==> src/rtl/pipeline_ctrl_pkg.sv <==
// Shared definitions for the pipeline stage sequencer.
//   state_t    : sequencer FSM encoding (RESET=0, RUN=1, MEM_WAIT=2, FAULT=3)
//   raw_hazard : tests one ID source register against the EXE/MEM write ports
package pipeline_ctrl_pkg;

    typedef enum logic [1:0] {
        ST_RESET    = 2'd0,
        ST_RUN      = 2'd1,
        ST_MEM_WAIT = 2'd2,
        ST_FAULT    = 2'd3
    } state_t;

    // $0 is hard-wired to zero, so a write to it can never create a hazard.
    function automatic logic raw_hazard(
        input logic       used,
        input logic [4:0] src,
        input logic       wen_exe,
        input logic [4:0] waddr_exe,
        input logic       wen_mem,
        input logic [4:0] waddr_mem
    );
        return used && (src != 5'd0) &&
               ((wen_exe && (src == waddr_exe)) || (wen_mem && (src == waddr_mem)));
    endfunction

endpackage

==> src/rtl/pipeline_ctrl_hazard_detect.sv <==
// hazard_detect: combinational RAW-hazard detector for the ID stage.
// Ports:
//   rs, rt                   in  source register numbers of the ID instruction
//   rs_used, rt_used         in  ID instruction actually reads rs / rt
//   regw_addr_exe, wb_wen_exe in destination / write-enable of the EXE instruction
//   regw_addr_mem, wb_wen_mem in destination / write-enable of the MEM instruction
//   data_stall               out ID must hold until the producer reaches WB
// A producer in WB needs no stall: the regfile write is visible to a same-cycle read.
module hazard_detect
    import pipeline_ctrl_pkg::*;
(
    input  logic [4:0] rs,
    input  logic [4:0] rt,
    input  logic       rs_used,
    input  logic       rt_used,
    input  logic [4:0] regw_addr_exe,
    input  logic       wb_wen_exe,
    input  logic [4:0] regw_addr_mem,
    input  logic       wb_wen_mem,
    output logic       data_stall
);

    assign data_stall =
        raw_hazard(rs_used, rs, wb_wen_exe, regw_addr_exe, wb_wen_mem, regw_addr_mem) |
        raw_hazard(rt_used, rt, wb_wen_exe, regw_addr_exe, wb_wen_mem, regw_addr_mem);

endmodule

==> src/rtl/pipeline_ctrl.sv <==
// pipeline_ctrl: stage sequencer for the 5-stage MIPS pipeline.
// Drives per-stage reset/enable for IF/ID/EXE/MEM/WB: post-reset fill, RAW stalls,
// branch flushes (branches resolve in MEM, 3 bubbles) and data-memory wait states.
// A memory access waiting more than MEM_TIMEOUT cycles freezes the pipeline and
// raises a sticky fault that only rst clears.
// Ports:
//   clk, rst                         clock, asynchronous active-high reset
//   inst_data_id, rs_used, rt_used   ID instruction and its register usage
//   is_branch_id/exe/mem             branch present in ID / EXE / MEM
//   regw_addr_exe/mem, wb_wen_exe/mem write-back info of EXE / MEM instructions
//   mem_valid, mem_ren, mem_wen, mem_ack  MEM-stage data-memory handshake
//   {if,id,exe,mem,wb}_rst/_en       stage resets / enables to the datapath
//   fault                            sticky memory-timeout flag
// Build option: PERF_CNT_EN adds saturating stall_data_cnt / stall_ctrl_cnt /
// stall_mem_cnt outputs counting cycles where each cause is the winning one.
//
// state       | meaning
// ST_RESET    | all stages held in reset for RST_CYCLES after rst falls
// ST_RUN      | normal flow; data / control stalls applied combinationally
// ST_MEM_WAIT | data-memory access outstanding, upstream frozen, WB gets bubbles
// ST_FAULT    | memory timeout; pipeline frozen until rst
module pipeline_ctrl
    import pipeline_ctrl_pkg::*;
#(
    parameter int RST_CYCLES  = 4,
    parameter int MEM_TIMEOUT = 16,
    parameter int CNT_W       = 32
)(
    input  logic             clk,
    input  logic             rst,
    input  logic [31:0]      inst_data_id,
    input  logic             rs_used,
    input  logic             rt_used,
    input  logic             is_branch_id,
    input  logic             is_branch_exe,
    input  logic [4:0]       regw_addr_exe,
    input  logic             wb_wen_exe,
    input  logic             is_branch_mem,
    input  logic [4:0]       regw_addr_mem,
    input  logic             wb_wen_mem,
    input  logic             mem_valid,
    input  logic             mem_ren,
    input  logic             mem_wen,
    input  logic             mem_ack,
    output logic             if_rst,
    output logic             id_rst,
    output logic             exe_rst,
    output logic             mem_rst,
    output logic             wb_rst,
    output logic             if_en,
    output logic             id_en,
    output logic             exe_en,
    output logic             mem_en,
    output logic             wb_en,
`ifdef PERF_CNT_EN
    output logic [CNT_W-1:0] stall_data_cnt,
    output logic [CNT_W-1:0] stall_ctrl_cnt,
    output logic [CNT_W-1:0] stall_mem_cnt,
`endif
    output logic             fault
);

    localparam int RC_W = $clog2(RST_CYCLES + 1);
    localparam int WC_W = $clog2(MEM_TIMEOUT + 1);

    state_t          state;
    logic [RC_W-1:0] rst_cnt;
    logic [WC_W-1:0] wait_cnt;
    logic            data_stall;
    logic            mem_stall;
    logic            mem_hold;

    // Opcode, rd, shamt and funct fields play no part in hazard detection.
    logic unused_inst;
    assign unused_inst = ^{inst_data_id[31:26], inst_data_id[15:0]};

    hazard_detect u_hazard_detect (
        .rs            (inst_data_id[25:21]),
        .rt            (inst_data_id[20:16]),
        .rs_used       (rs_used),
        .rt_used       (rt_used),
        .regw_addr_exe (regw_addr_exe),
        .wb_wen_exe    (wb_wen_exe),
        .regw_addr_mem (regw_addr_mem),
        .wb_wen_mem    (wb_wen_mem),
        .data_stall    (data_stall)
    );

    assign mem_stall = mem_valid & (mem_ren | mem_wen) & ~mem_ack;
    // In MEM_WAIT the access is already known to be outstanding; only ack matters.
    assign mem_hold  = ((state == ST_RUN) & mem_stall) | ((state == ST_MEM_WAIT) & ~mem_ack);

    always_ff @(posedge clk or posedge rst) begin
        if (rst) begin
            state    <= ST_RESET;
            rst_cnt  <= '0;
            wait_cnt <= '0;
            fault    <= 1'b0;
        end else begin
            case (state)
                ST_RESET: begin
                    if (rst_cnt == RC_W'(RST_CYCLES - 1))
                        state <= ST_RUN;
                    else
                        rst_cnt <= rst_cnt + 1'b1;
                end
                ST_RUN: begin
                    if (mem_stall) begin
                        state    <= ST_MEM_WAIT;
                        wait_cnt <= WC_W'(1);
                    end
                end
                ST_MEM_WAIT: begin
                    if (mem_ack) begin
                        state    <= ST_RUN;
                        wait_cnt <= '0;
                    end else if (wait_cnt == WC_W'(MEM_TIMEOUT)) begin
                        state <= ST_FAULT;
                        fault <= 1'b1;
                    end else begin
                        wait_cnt <= wait_cnt + 1'b1;
                    end
                end
                ST_FAULT: fault <= 1'b1;
            endcase
        end
    end

    // Priority: fault > reset > memory wait > data hazard > control flush.
    always_comb begin
        if_rst  = 1'b0;
        id_rst  = 1'b0;
        exe_rst = 1'b0;
        mem_rst = 1'b0;
        wb_rst  = 1'b0;
        if_en   = 1'b1;
        id_en   = 1'b1;
        exe_en  = 1'b1;
        mem_en  = 1'b1;
        wb_en   = 1'b1;
        case (state)
            ST_FAULT: begin
                {if_en, id_en, exe_en, mem_en, wb_en} = 5'b00000;
            end
            ST_RESET: begin
                {if_rst, id_rst, exe_rst, mem_rst, wb_rst} = 5'b11111;
                {if_en, id_en, exe_en, mem_en, wb_en}      = 5'b00000;
            end
            ST_RUN, ST_MEM_WAIT: begin
                if (mem_hold) begin
                    {if_en, id_en, exe_en, mem_en} = 4'b0000;
                    wb_rst = 1'b1;
                end else if (data_stall) begin
                    // A branch stuck behind the hazard stays in ID and flushes once it issues.
                    if_en   = 1'b0;
                    id_en   = 1'b0;
                    exe_rst = 1'b1;
                end else if (is_branch_id | is_branch_exe) begin
                    if_en  = 1'b0;
                    id_rst = 1'b1;
                end else if (is_branch_mem) begin
                    // PC loads the target this cycle; the wrong-path fetch in ID is dropped.
                    id_rst = 1'b1;
                end
            end
        endcase
    end

`ifdef PERF_CNT_EN
    logic active;
    logic win_data;
    logic win_ctrl;
    assign active   = (state == ST_RUN) | (state == ST_MEM_WAIT);
    assign win_data = active & ~mem_hold & data_stall;
    assign win_ctrl = active & ~mem_hold & ~data_stall &
                      (is_branch_id | is_branch_exe | is_branch_mem);

    always_ff @(posedge clk or posedge rst) begin
        if (rst) begin
            stall_data_cnt <= '0;
            stall_ctrl_cnt <= '0;
            stall_mem_cnt  <= '0;
        end else begin
            if (mem_hold && (stall_mem_cnt != '1))
                stall_mem_cnt <= stall_mem_cnt + 1'b1;
            if (win_data && (stall_data_cnt != '1))
                stall_data_cnt <= stall_data_cnt + 1'b1;
            if (win_ctrl && (stall_ctrl_cnt != '1))
                stall_ctrl_cnt <= stall_ctrl_cnt + 1'b1;
        end
    end
`endif

endmodule

==> config.mk <==
export PLATFORM = sky130hd
export DESIGN_NAME = pipeline_ctrl
export DESIGN_NICKNAME = d
export VERILOG_FILES = /design/src/rtl/pipeline_ctrl_pkg.sv /design/src/rtl/pipeline_ctrl_hazard_detect.sv /design/src/rtl/pipeline_ctrl.sv
export SDC_FILE = /design/constraint.sdc
export NUM_CORES = 1
export LEC_CHECK = 0
export BUFFER_PORTS_ARGS = -buffer_cell sky130_fd_sc_hd__buf_2
export CORE_MARGIN = 8
export CORE_UTILIZATION = 38
export DETAILED_ROUTE_END_ITERATION = 7
export PLACE_DENSITY_LB_ADDON = 0.08
export SYNTH_ARGS = -nofsm -noshare
export SYNTH_HDL_FRONTEND = slang
export SYNTH_SLANG_ARGS = --single-unit
==> constraint.sdc <==
create_clock -name clk -period 1.81 [get_ports clk]
set_input_delay 0.2715 -clock clk [delete_from_list [all_inputs] [get_ports clk]]
set_output_delay 0.2715 -clock clk [all_outputs]
set_load 0.03 [all_outputs]
After elaboration in Yosys (flattened, before gate mapping)
Index checks and enable logic that the tools add are counted.

operators by class
  $add $sub $neg = 2
  $mul = 0
  divide/modulo/power cells = 0
  $lt $le $gt $ge = 0
  equal/unequal tests = 15
  shifts and indexed selects = 0
  mux-type cells = 33
  bitwise gates (word level) = 10
  reductions and logical operators = 22

operators with widths
  kind                                                                      count
  5-bit == test                                                             4
  1-bit 2-to-1 mux                                                          17
  5-bit 2-to-1 mux                                                          3
  1-bit case mux with 2 select lines                                        7
  5-bit case mux with 2 select lines                                        1
  5-bit nonzero test                                                        2
  1-bit logical AND                                                         8
  2-bit 2-to-1 mux                                                          4
  2-bit inequality test (second input constant)                             3
  2-bit case mux with 3 select lines                                        1
  3-bit AND reduction                                                       2
  5-bit by 1-bit adder with 5-bit output (second input constant)            1
  5-bit == test (second input constant)                                     1
  1-bit bitwise AND                                                         4
  2-bit == test (second input constant)                                     2
  1-bit OR                                                                  4
  4-bit AND reduction                                                       1
  2-bit nonzero test                                                        2
  2-bit OR reduction                                                        2
  3-bit by 1-bit adder with 3-bit output (second input constant)            1
  3-bit by 2-bit == test with 1-bit output (second input constant)          1
  3-bit by 2-bit inequality test with 1-bit output (second input constant)  1
  3-bit inequality test (second input constant)                             1
  3-bit nonzero test                                                        1
  6 further kinds                                                           8

word-level totals
  register bits = 11
  bits in latches = 0
  bits in writable memories = 0
  bits in read-only memories = 0
  output and inout port bits = 11
  memories kept = 0

Depth between registers and ports, before layout
  depth after elaboration = 8
  mapped depth = 7

Cells and area by module
Synthesis repeated with hierarchy kept, for this count alone.

second synthesis, totals
  cell total of the unflattened synthesis = 121
  area, all modules = 1089.8 um^2

by module, submodules not included
  module         times used  cells an instance  area each (um^2)  sequential area each (um^2)
  pipeline_ctrl  1           88                 828.3             275.3
  hazard_detect  1           33                 261.5             0.0

Worst setup path after synthesis
Ideal clock, no wire load.

  path kind = reg2out
  start = reg state[0]
  end = out if_en
  data arrival time = 2.201 ns
  required time = 1.539 ns
  slack = -0.662 ns
  stages on the path, launching flop included = 5
  buffers on the path = 0
  cells stage by stage = dfrtp_1 -> inv_1 -> ha_1 -> nand3_1 -> nor4_1

between the ends
  longest elaborated chain between the ends = 5

RTL lines
  element                                                                    RTL line                                   text
  start, declared                                                            pipeline_ctrl.sv:66                        state_t state;
  start signal, assigned                                                     pipeline_ctrl.sv:95                        state <= ST_RESET;
  start signal, assigned                                                     pipeline_ctrl.sv:103                       state <= ST_RUN;
  start signal, assigned                                                     pipeline_ctrl.sv:109                       state <= ST_MEM_WAIT;
  2-bit by 1-bit == test with 1-bit output or 2-bit == test (tied branches)  pipeline_ctrl.sv:91, pipeline_ctrl.sv:141
  1-bit bitwise AND                                                          pipeline_ctrl.sv:91                        assign mem_hold = ((state == ST_RUN) & mem_stall) | ((state == ST_MEM_WAIT) & ~mem_ack);
  1-bit OR                                                                   pipeline_ctrl.sv:91
  1-bit 2-to-1 mux                                                           pipeline_ctrl.sv:150                       if (mem_hold) begin
  1-bit case mux with 2 select lines (*)                                     pipeline_ctrl.sv:141                       case (state)
  end, declared                                                              pipeline_ctrl.sv:50                        output logic if_en,

Mark *: on every way between the ends. The rest lies on a longest branch, timed or not.

Worst setup path after layout
  start = in inst_data_id[17]
  end = out id_rst

between the ends
  longest elaborated chain between the ends = 8

RTL lines
  element                                 RTL line                           text
  start, declared                         pipeline_ctrl.sv:31                input logic [31:0] inst_data_id,
  5-bit == test                           pipeline_ctrl_pkg.sv:23            ((wen_exe && (src == waddr_exe)) || (wen_mem && (src == waddr_mem)));
  1-bit logical AND                       pipeline_ctrl_pkg.sv:23
  1-bit logical OR                        pipeline_ctrl_pkg.sv:23
  1-bit logical AND (*)                   pipeline_ctrl_pkg.sv:22            return used && (src != 5'd0) &&
  1-bit OR (*)                            pipeline_ctrl_hazard_detect.sv:24  raw_hazard(rs_used, rs, wb_wen_exe, regw_addr_exe, wb_wen_mem, regw_addr_mem) |
  1-bit 2-to-1 mux (*)                    pipeline_ctrl.sv:153               end else if (data_stall) begin
  1-bit 2-to-1 mux (*)                    pipeline_ctrl.sv:150
  1-bit case mux with 2 select lines (*)  pipeline_ctrl.sv:141
  end, declared                           pipeline_ctrl.sv:46                output logic id_rst,

Marks and branches as above.

==> results by group <==
Logic synthesis
  • Main flop type after synthesis: dfrtp_1
  • Syn_nets: 184
  • Post-synthesis sequential area ratio: 0.272
  • Post-synth top area share: 0.272
  • Post-synth top area cell: dfrtp_1
  • Post-synthesis async set-or-reset flop share: 1.00
  • #FFs+latches synth: 11
  • Synth Cell Area: 0.00101 mm2
  • Yosys Warn Count: 0
  • Cells after synthesis: 119
  • Number of synthesized flops with an enable pin: 0
  • Yosys cell types: 28
  • Syn Area/Cell: 8.50 um2
  • Synth area leaders: dfrtp_1 (27%), xnor2_1 (18%), ha_1 (12%)

Pwr
  • Pleak: 0.727 nW
  • PwrDens: 1380 mW/mm2
  • Worst VDD drop: 1680 uV

Timing
  • Hold_ws: 336 ps
  • Fmax: 479 MHz
  • Fin. Hold Viols: 0
  • Slew headroom: 0.717
  • Worst slew pin tran: 423 ps
  • Min Tclk post-route: 2090 ps
  • Fin worst setup slack: -276 ps
  • Period utilization: 1.15
  • RSZ-0062 raised after global routing: yes
  • Clk_skew: 5.63 ps
  • Slew Viols, Final: 0
  • # setup viols final: 7

Setup path
  • R2R Path Start: state[0]
  • R2R Setup Slk: 180 ps
  • Worst-path fanout max: 4
  • Worst setup path class: in2out
  • Crit path DAT: 1810 ps
  • Reg2reg end: state[1]
  • Worst setup SP type: input pin
  • Crit path required time: 1540 ps
  • R2R cell count: 7
  • Crit end category: output pin

Finish
  • ANT cells: 0
  • Fraction of layout cells with a size suffix above 1: 0.459
  • Nets@finish: 251
  • Post-route cell area: 0.00159 mm2
  • P&R area growth vs syn: 57.7%
  • Fillers: 223

Route
  • Final WL: 2970 um
  • Met3 wire len: 303 um
  • ANT nets after route: 0
  • DR iter-0 viols: 46
  • DRT Pass-1 Iters: 4
  • DRC Markers: 0
  • Met1 wire length: 1180 um
  • Uppermost routed layer: met4
  • Vias per cell: 4.94
  • WL/cell: 13.8 um
  • Vias: 1063
  • Met2 wire len: 1450 um

Clock network
  • # clock sinks: 11
  • CTS clock-pin slew for the worst setup and hold paths: 80 ps
  • Bufs on Longest Clock Path: 2
  • H-tree depth: 1
  • TritonCTS Buffers: 3
  • TritonCTS clock tree: done
  • Clock root cell: clkbuf_4
  • Skew-Pair Late Insertion Delay: 280 ps

Hold path
  • Beginning of the worst hold path: mem_ack
  • Hold Path Depth: 4
  • Hold Crit Class: in2reg
  • End of the worst hold path: wait_cnt[0]

Floorplanning
  • # rows: 18
  • Die height: 67.6 um
  • DIE AREA: 0.00457 mm2
  • Number of I/O pins: 66
  • Core Region: 0.00250 mm2
  • Die Wd: 67.6 um
  • Initial core utilization: 0.404

Placed design
  • Setup WS pre-CTS: -321 ps
  • Final Wtd Congestion: 0.879
  • Post-DP Area: 0.00142 mm2
  • Hpwl dp: 2410 um
  • Port Buffers: 43

Run
  • MaxCap Viol Count: 0

Global routing
  • Total track usage: 0.138
  • Vias in the first global route: 1132
  • Largest net degree at the start of global routing: 12
  • Initial antenna violation count: 0
  • Grt ovf: 0
  • First-pass GRT wire length: 5030 um

Status
  • Failing checks: setup timing
  • Outcome: finished with violations
placed cells by master (no fill, tap or decap), types with 2 or more instances in the layout:
cell type,netlist,final
xor2_1,3,3
clkbuf_4,0,4
nor3_1,2,2
buf_2,0,33
ha_1,10,6
o22ai_1,2,2
inv_2,0,2
nand2_1,14,13
xnor2_1,21,21
ha_4,0,2
o21ai_0,7,7
nor2_1,10,9
ha_2,0,2
buf_4,2,19
nand4_1,7,7
nand2b_1,3,2
buf_6,0,10
a21oi_1,3,2
inv_1,9,6
dfrtp_1,11,11
state kept, by name (all words and copies together), names as in the netlist:
| signal | cells |
|---|---|
| state | 2 |
| rst_cnt | 3 |
| fault | 1 |
| wait_cnt | 5 |
critical path, stage by stage:
cell     delay (ps)
buf_6            90
or4_1           500
o21a_1          190
a32o_2          270
o41ai_4         280
buf_4           210
stage by stage:
stage,utilization,setup TNS (ps),cells,total power [mW]
2_1_floorplan,-,-391,119,1.36
3_3_place_gp,0.567,-831,204,1.76
3_5_place_dp,0.567,-895,204,1.77
4_1_cts,0.629,-1520,214,2.20
5_1_grt,0.638,-1990,215,2.37
6_report,0.638,-1430,215,2.21
metal layers:
metal	vias up	track usage
met1	484	0.157
met2	32	0.251
met5	-	0
met4	0	0.0470
met3	5	0.0232
li1	542	-
worst max path at each step:
stage	from	to	slack, ps
global route	state[1]	exe_rst	-330
finish	inst_data_id[17]	id_rst	-280
floorplan	inst_data_id[17]	id_rst	-180
global placement	inst_data_id[17]	id_rst	-310
detailed placement	inst_data_id[17]	id_rst	-320
CTS	inst_data_id[18]	id_rst	-290
power breakdown:
part / switching (mW) / internal (mW) / leakage [nW] / total, mW
logic: 0.919 / 0.770 / 0.580 / 1.69
registers: 0.0475 / 0.293 / 0.130 / 0.340
clock network: 0.0948 / 0.0819 / 0.0177 / 0.177
what timing repair did:
action                                  CTS  global route
endpoints found under the hold margin    11             0
hold buffers                              1             0
pin swaps                                 7             2
gates resized for setup                  22             4
cloned                                    0             0
endpoints found under the setup margin    7             8
buffers inserted                          5             1
cells in the mapped netlist (all sizes together) (3+ instances only):
cell,instances
a21oi,3
nand2b,3
dfrtp,11
nand2,14
nand4,7
xor2,3
o21ai,7
xnor2,21
inv,9
nor2,10
ha,10
final cells by class:
| cell class | instances | area, um2 | share of cell area |
|---|---|---|---|
| clock inverter | 1 | 5.00 | 0.00314 |
| timing repair buffer | 64 | 438 | 0.275 |
| tap | 30 | 37.5 | 0.0235 |
| sequential | 11 | 275 | 0.173 |
| clock buffer | 3 | 22.5 | 0.0141 |
| inverter | 9 | 36.3 | 0.0228 |
| multi-input combinational | 97 | 779 | 0.489 |
cells by family (layout without fill, tap and decap cells):
kind of cell | Yosys count | after routing | share of synthesized area
adders and majority gates | 10 | 10 | 0.124
buffers and inverters | 11 | 77 | 0.0483
xor gates and xnor gates | 24 | 24 | 0.208
and+or+nand+nor | 45 | 45 | 0.222
DFF | 11 | 11 | 0.272
AOI/OAI and AO/OA | 17 | 17 | 0.115
muxes | 1 | 1 | 0.0111
Power figures use the tool's default switching activity.
